**src/rtl/sme_match_ctrl.sv**
```systemverilog
// KMP match sequencer: loads a pattern, runs the failure-function unit, then scans text and reports match end positions.
// Latency: 1 pattern byte/cycle; 1 text byte/cycle, +1 stall per fallback; match_valid/done registered one edge after the comparison.
// Backpressure: pat_ready in IDLE/LOAD only, txt_ready in MATCH from registers only. SME_OVERLAP_EN reports overlapping matches.
module sme_match_ctrl #(
    parameter int MAX_PATTERN = 32,
    parameter int PAT_AW      = 5,
    parameter int POS_W       = 16
) (
    input  logic                        clk,
    input  logic                        reset,
    input  logic                        pat_valid,
    input  logic [7:0]                  pat_data,
    input  logic                        pat_last,
    output logic                        pat_ready,
    output logic                        ff_start,
    output logic [MAX_PATTERN*8-1:0]    ff_pattern,
    output logic [PAT_AW-1:0]           ff_last_idx,
    input  logic [PAT_AW*MAX_PATTERN-1:0] ff_table,
    input  logic                        ff_done,
    input  logic                        txt_valid,
    input  logic [7:0]                  txt_data,
    input  logic                        txt_last,
    output logic                        txt_ready,
    output logic                        match_valid,
    output logic [POS_W-1:0]            match_pos,
    output logic [POS_W-1:0]            match_cnt,
    output logic                        busy,
    output logic                        done
);

    typedef enum logic [2:0] {S_IDLE, S_LOAD, S_FF_WAIT, S_MATCH, S_DONE} state_t;

    localparam logic [PAT_AW:0] WR_FULL = (PAT_AW+1)'(MAX_PATTERN);

    state_t             state, state_nxt;
    logic [PAT_AW:0]    wr_idx;
    logic [PAT_AW-1:0]  j;
    logic [POS_W-1:0]   txt_cnt;
    logic [7:0]         cur_byte;
    logic [POS_W-1:0]   cur_pos;
    logic               cur_last;
    logic               cur_full;

    logic               pat_fire, txt_fire;
    logic [PAT_AW:0]    wr_pos;
    logic               room;
    logic [7:0]         pat_byte_j;
    logic [PAT_AW-1:0]  j_m1, fb_j, restart_j;
    logic               byte_eq, at_end, resolve, hit;

    assign pat_fire = pat_valid && pat_ready;
    assign txt_fire = txt_valid && txt_ready;

    // A load always restarts at byte 0; wr_idx sticks at MAX_PATTERN so overflow bytes are dropped.
    assign wr_pos = (state == S_IDLE) ? '0 : wr_idx;
    assign room   = (wr_pos < WR_FULL);

    assign pat_byte_j = ff_pattern[int'(j)*8 +: 8];
    assign j_m1       = j - PAT_AW'(1);
    assign fb_j       = ff_table[int'(j_m1)*PAT_AW +: PAT_AW];
`ifdef SME_OVERLAP_EN
    assign restart_j  = ff_table[int'(ff_last_idx)*PAT_AW +: PAT_AW];
`else
    assign restart_j  = '0;
`endif

    assign byte_eq = cur_full && (pat_byte_j == cur_byte);
    assign at_end  = (j == ff_last_idx);
    assign resolve = cur_full && (byte_eq || (j == '0));
    assign hit     = byte_eq && at_end;

    always_ff @(posedge clk) begin
        if (reset) state <= S_IDLE;
        else       state <= state_nxt;
    end

    always_comb begin
        state_nxt = state;
        case (state)
            S_IDLE:    if (pat_fire) state_nxt = pat_last ? S_FF_WAIT : S_LOAD;
            S_LOAD:    if (pat_fire && pat_last) state_nxt = S_FF_WAIT;
            S_FF_WAIT: if (ff_done) state_nxt = S_MATCH;
            S_MATCH:   if (resolve && cur_last) state_nxt = S_DONE;
            S_DONE:    state_nxt = S_IDLE;
            default:   state_nxt = S_IDLE;
        endcase
    end

    always_comb begin
        pat_ready = (state == S_IDLE) || (state == S_LOAD);
        ff_start  = (state == S_FF_WAIT) || (state == S_MATCH);
        busy      = (state != S_IDLE);
        done      = (state == S_DONE);
        txt_ready = (state == S_MATCH) && (!cur_full || resolve);
    end

    always_ff @(posedge clk) begin
        if (reset) begin
            wr_idx      <= '0;
            ff_pattern  <= '0;
            ff_last_idx <= '0;
            j           <= '0;
            txt_cnt     <= '0;
            cur_byte    <= '0;
            cur_pos     <= '0;
            cur_last    <= 1'b0;
            cur_full    <= 1'b0;
            match_valid <= 1'b0;
            match_pos   <= '0;
            match_cnt   <= '0;
        end else begin
            match_valid <= 1'b0;
            if (pat_fire) begin
                if (room) ff_pattern[int'(wr_pos[PAT_AW-1:0])*8 +: 8] <= pat_data;
                wr_idx <= wr_pos + (PAT_AW+1)'(room);
                if (pat_last) begin
                    ff_last_idx <= room ? wr_pos[PAT_AW-1:0] : PAT_AW'(MAX_PATTERN-1);
                    match_cnt   <= '0;
                    txt_cnt     <= '0;
                    j           <= '0;
                    cur_full    <= 1'b0;
                end
            end
            if (state == S_MATCH) begin
                if (txt_fire) begin
                    cur_byte <= txt_data;
                    cur_pos  <= txt_cnt;
                    cur_last <= txt_last;
                    txt_cnt  <= txt_cnt + POS_W'(1);
                    cur_full <= 1'b1;
                end else if (resolve) begin
                    cur_full <= 1'b0;
                end
                // One comparison per cycle; a fallback keeps cur_full set so the byte is retried.
                if (cur_full) begin
                    if (hit) begin
                        match_valid <= 1'b1;
                        match_pos   <= cur_pos;
                        if (match_cnt != '1) match_cnt <= match_cnt + POS_W'(1);
                        j <= restart_j;
                    end else if (byte_eq) begin
                        j <= j + PAT_AW'(1);
                    end else if (j != '0) begin
                        j <= fb_j;
                    end
                end
            end
        end
    end

endmodule
```
**config.mk**
```make
export PLATFORM = sky130hd
export DESIGN_NAME = sme_match_ctrl
export DESIGN_NICKNAME = d
export VERILOG_FILES = /design/src/rtl/sme_match_ctrl.sv
export SDC_FILE = /design/constraint.sdc
export NUM_CORES = 1
export LEC_CHECK = 0
export ABC_AREA = 1
export CORE_AREA = 4 4 176 221
export DETAILED_ROUTE_END_ITERATION = 10
export DIE_AREA = 0 0 180 225
export PLACE_DENSITY = 0.85
export SYNTH_ARGS = -nofsm -noshare
export SYNTH_HDL_FRONTEND = slang
export SYNTH_SLANG_ARGS = --single-unit
```
**constraint.sdc**
```tcl
create_clock -name clk -period 8.8 [get_ports clk]
set_clock_uncertainty 0.1 [all_clocks]
set_input_delay 1.76 -clock clk [delete_from_list [all_inputs] [get_ports clk]]
set_output_delay 1.76 -clock clk [all_outputs]
set_load 0.005 [all_outputs]
```
==> impl_metrics.py <==
metrics = {
    "status": {
        "status": "complete, no violations",
    },
    "clock_network": {
        "cts_sinks": 350,
        "clockBufferDepth": 3,
        "h-tree-depth": 2,
        "clk_latency_ns": 0.57,
        "cts_resized": 0,
        "cts_tree": "done",
        "root_buffer": "clkbuf_16",
        "cts-buffers-inserted": 37,
        "cts_setup_buffers": 0,
        "path_clk_slew_ns": 0.06,
        "postCtsHoldBufs": 0,
    },
    "floorplan": {
        "row_count": 79,
        "initial_core_util_pct": 53.3,
        "die_area_um2": 40500,
        "core_area_um2": 36900,
        "die_w_um": 180,
        "ios": 482,
        "die_h_um": 225,
    },
    "global_route": {
        "antenna_found_initial": 1,
        "grt_pass1_vias": 21800,
        "grt.total_usage_pct": 42.2,
        "grt_max_degree": 176,
        "overflow": 0,
        "grt_pass1_wl_um": 134000,
    },
    "synth": {
        "synth_seq_area_share_pct": 35.7,
        "syn_area_um2": 19600,
        "synth.distinct_cells": 53,
        "synth_top_cells_by_count": "nand2_1 (465), nor2_1 (378), dfxtp_1 (350), nand3_1 (280), a21oi_1 (268)",
        "ys.flop_type": "dfxtp_1",
        "synthArstFlopShare_pct": 0,
        "synthTopCellsByArea": "dfxtp_1 (36%), nand2_1 (8.9%), nor2_1 (7.2%), nand3_1 (7.1%), a21oi_1 (6.8%)",
        "synthCells": 2885,
        "syn_nets": 3077,
        "yosys.area.top_type": "dfxtp_1",
        "yosysMostFrequentCell": "nand2_1",
        "ys_warn_count": 0,
        "synth-seq-cells": 350,
        "synth_top_area_share_pct": 35.7,
        "synth-edff-count": 0,
        "syn_area_per_cell_um2": 6.81,
    },
    "critical_path": {
        "endpoint_kind": "primary output",
        "cp_slowest_cell": "buf_4",
        "crit_top_cell": "nand2_1",
        "cp.required_ns": 6.94,
        "worst_setup_path_start_kind": "flop",
        "path_buf_inv": 5,
        "max_stage_delay_ns": 0.64,
        "cp_max_fo": 84,
        "path_cells": "inv_6 -> buf_4 -> o21ai_0 -> nand3_1 -> nand3_1 -> nand2_1 -> nand2_1 -> nand2_1 -> inv_1 -> nor2_2 -> nand2_4 -> nand3_2 -> nand2_2 -> inv_2 -> clkdlybuf4s50_1",
        "worstSetupPathType": "reg2out",
        "reg2reg_slack_ns": 3.55,
        "cp_data_arrival_time_ns": 4.88,
        "path_delay_family": "buffers and inverters",
    },
    "finish": {
        "drive_gt1_share_pct": 6.85,
        "utilization_pct": 69.0,
        "area_growth_pct": 29.6,
        "final_cells": 3728,
        "layout.nets": 3409,
        "fin_area_um2": 25400,
    },
    "power_and_ir_drop": {
        "powerDensity_nw_per_um2": 183,
        "ir_drop_mv": 0.265,
        "p_leak_nw": 9.51,
    },
    "routing": {
        "via_per_inst": 6.23,
        "routed-via-count": 23200,
        "routed_wl_um": 91000,
        "detail-route-antenna-nets": 0,
        "drc": 0,
        "drtIter0Drc": 2796,
        "avgRoutedWirePerCell_um": 24.4,
        "drtPass1Iterations": 8,
    },
    "timing": {
        "timing.final.crit_share_pct": 76.6,
        "final_hold_viol_count": 0,
        "fin_crit_ns": 6.74,
        "hold_ws_ns": 0.369,
        "maxSlewViolCount": 0,
        "rsz0062_at_grt": "no",
        "max_freq_mhz": 148,
        "setup_viol": 0,
        "fin_setup_tns_ns": 0,
        "worstMarginPinSlew_ns": 1.14,
        "relSlewSlack_pct": 23.5,
    },
    "job": {
        "max_cap_violations": 0,
    },
    "worst_hold_path": {
        "min_path_type": "reg2reg",
    },
    "placement": {
        "port_buffers": 481,
        "dpl.hpwl_um": 66800,
        "place_congestion": 1.05,
        "place_area_um2": 24200,
        "placedCellCount": 3664,
    },
}
cell families (layout without fill, tap and decap cells):
family          after synthesis  in the layout  share of synthesized area [%]
compound gates              755            755                           22.9
flops                       350            350                           35.7
other cells                   0              1                              0
mux                           2              2                          0.102
fa+ha+maj                     9              9                          0.573
simple gates               1289           1289                           29.6
buf+inv                     456            812                           10.1
xor+xnor                     24             24                           1.07
cells in the final DEF (no fill, tap or decap), types with 4 or more instances in the layout:
cell type	n
inv_1	208
inv_2	32
nand2_2	8
nand3_2	6
inv_4	4
nor3_1	66
clkdlybuf4s50_1	480
dfxtp_1	348
o211ai_1	25
xnor2_1	7
a21oi_1	268
nor2_8	5
nor4_1	7
buf_4	18
nor2_1	378
ha_1	9
nand2_1	465
a31oi_1	80
clkbuf_16	37
nand3_1	280
o21ai_0	192
nor2_4	22
a211oi_1	66
xor2_1	17
a221oi_1	19
a211oi_2	30
a22oi_1	22
clkbuf_1	7
o21ai_1	40
nand4_1	12
clkbuf_8	7
nor2_2	19
a211o_1	4
or2_2	4
final timing paths:
kind,startpoint,to,depth (start not counted)
max,j[0]$_SDFF_PP0_,txt_ready,15
min,cur_pos[9]$_SDFFE_PP0P_,cur_pos[9]$_SDFFE_PP0P_,2
max reg2reg,j[0]$_SDFF_PP0_,j[0]$_SDFF_PP0_,12
min reg2reg,cur_pos[9]$_SDFFE_PP0P_,cur_pos[9]$_SDFFE_PP0P_,2
metal layers:
metal  part of all wire, %  up-vias  track usage, %
met5                     0        -               0
met1                    34    10700            47.7
li1                      -    10500               -
met3                    10      390            9.61
met2                    46     1708            69.9
met4                   9.5        0            31.3
area by class of cell:
cell class	instances	area [um^2]
clock buffer	51	1050
inverter	249	951
sequential	350	7010
tap	486	608
clock inverter	12	198
multi-input combinational	2079	10700
timing repair buffer	500	4970
fill	3034	11400
antenna	1	2.50
through the flow:
stage / power, W / worst slack [ns]
after floorplan: 0.00252 / 4.74
after global placement: 0.00298 / 2.84
after detailed placement: 0.00299 / 2.83
after CTS: 0.00459 / 2.25
after global routing: 0.00478 / 1.80
final: 0.00465 / 2.06
worst reg2reg max path: stages, from the launching register on:
cell	delay [ns]
dfxtp_4	0.78
inv_6	0.44
buf_4	0.50
ha_1	1.13
inv_2	0.69
a21oi_1	0.32
a21oi_1	0.13
a221oi_1	0.32
o21ai_0	0.17
nand3_1	0.09
nand2_1	0.05
a31oi_1	0.18
nor2_1	0.12
registers in the layout (all words and copies together) (netlist names):
register     flops
ff_last_idx      5
match_cnt       16
wr_idx           6
ff_pattern     256
match_pos       16
j                5
cur_pos         16
cur_byte         8
match_valid      1
cur_full         1
cur_last         1
state            3
txt_cnt         16
power breakdown:
group	switching (W)	leakage [nW]	internal, W	total [W]
logic	0.00101	6.09	0.000332	0.00135
registers	0.0000430	2.82	0.00163	0.00167
clock network	0.000703	0.597	0.000933	0.00164
total	0.00176	9.51	0.00289	0.00465
Note: power is estimated with default switching activity, not from simulation.
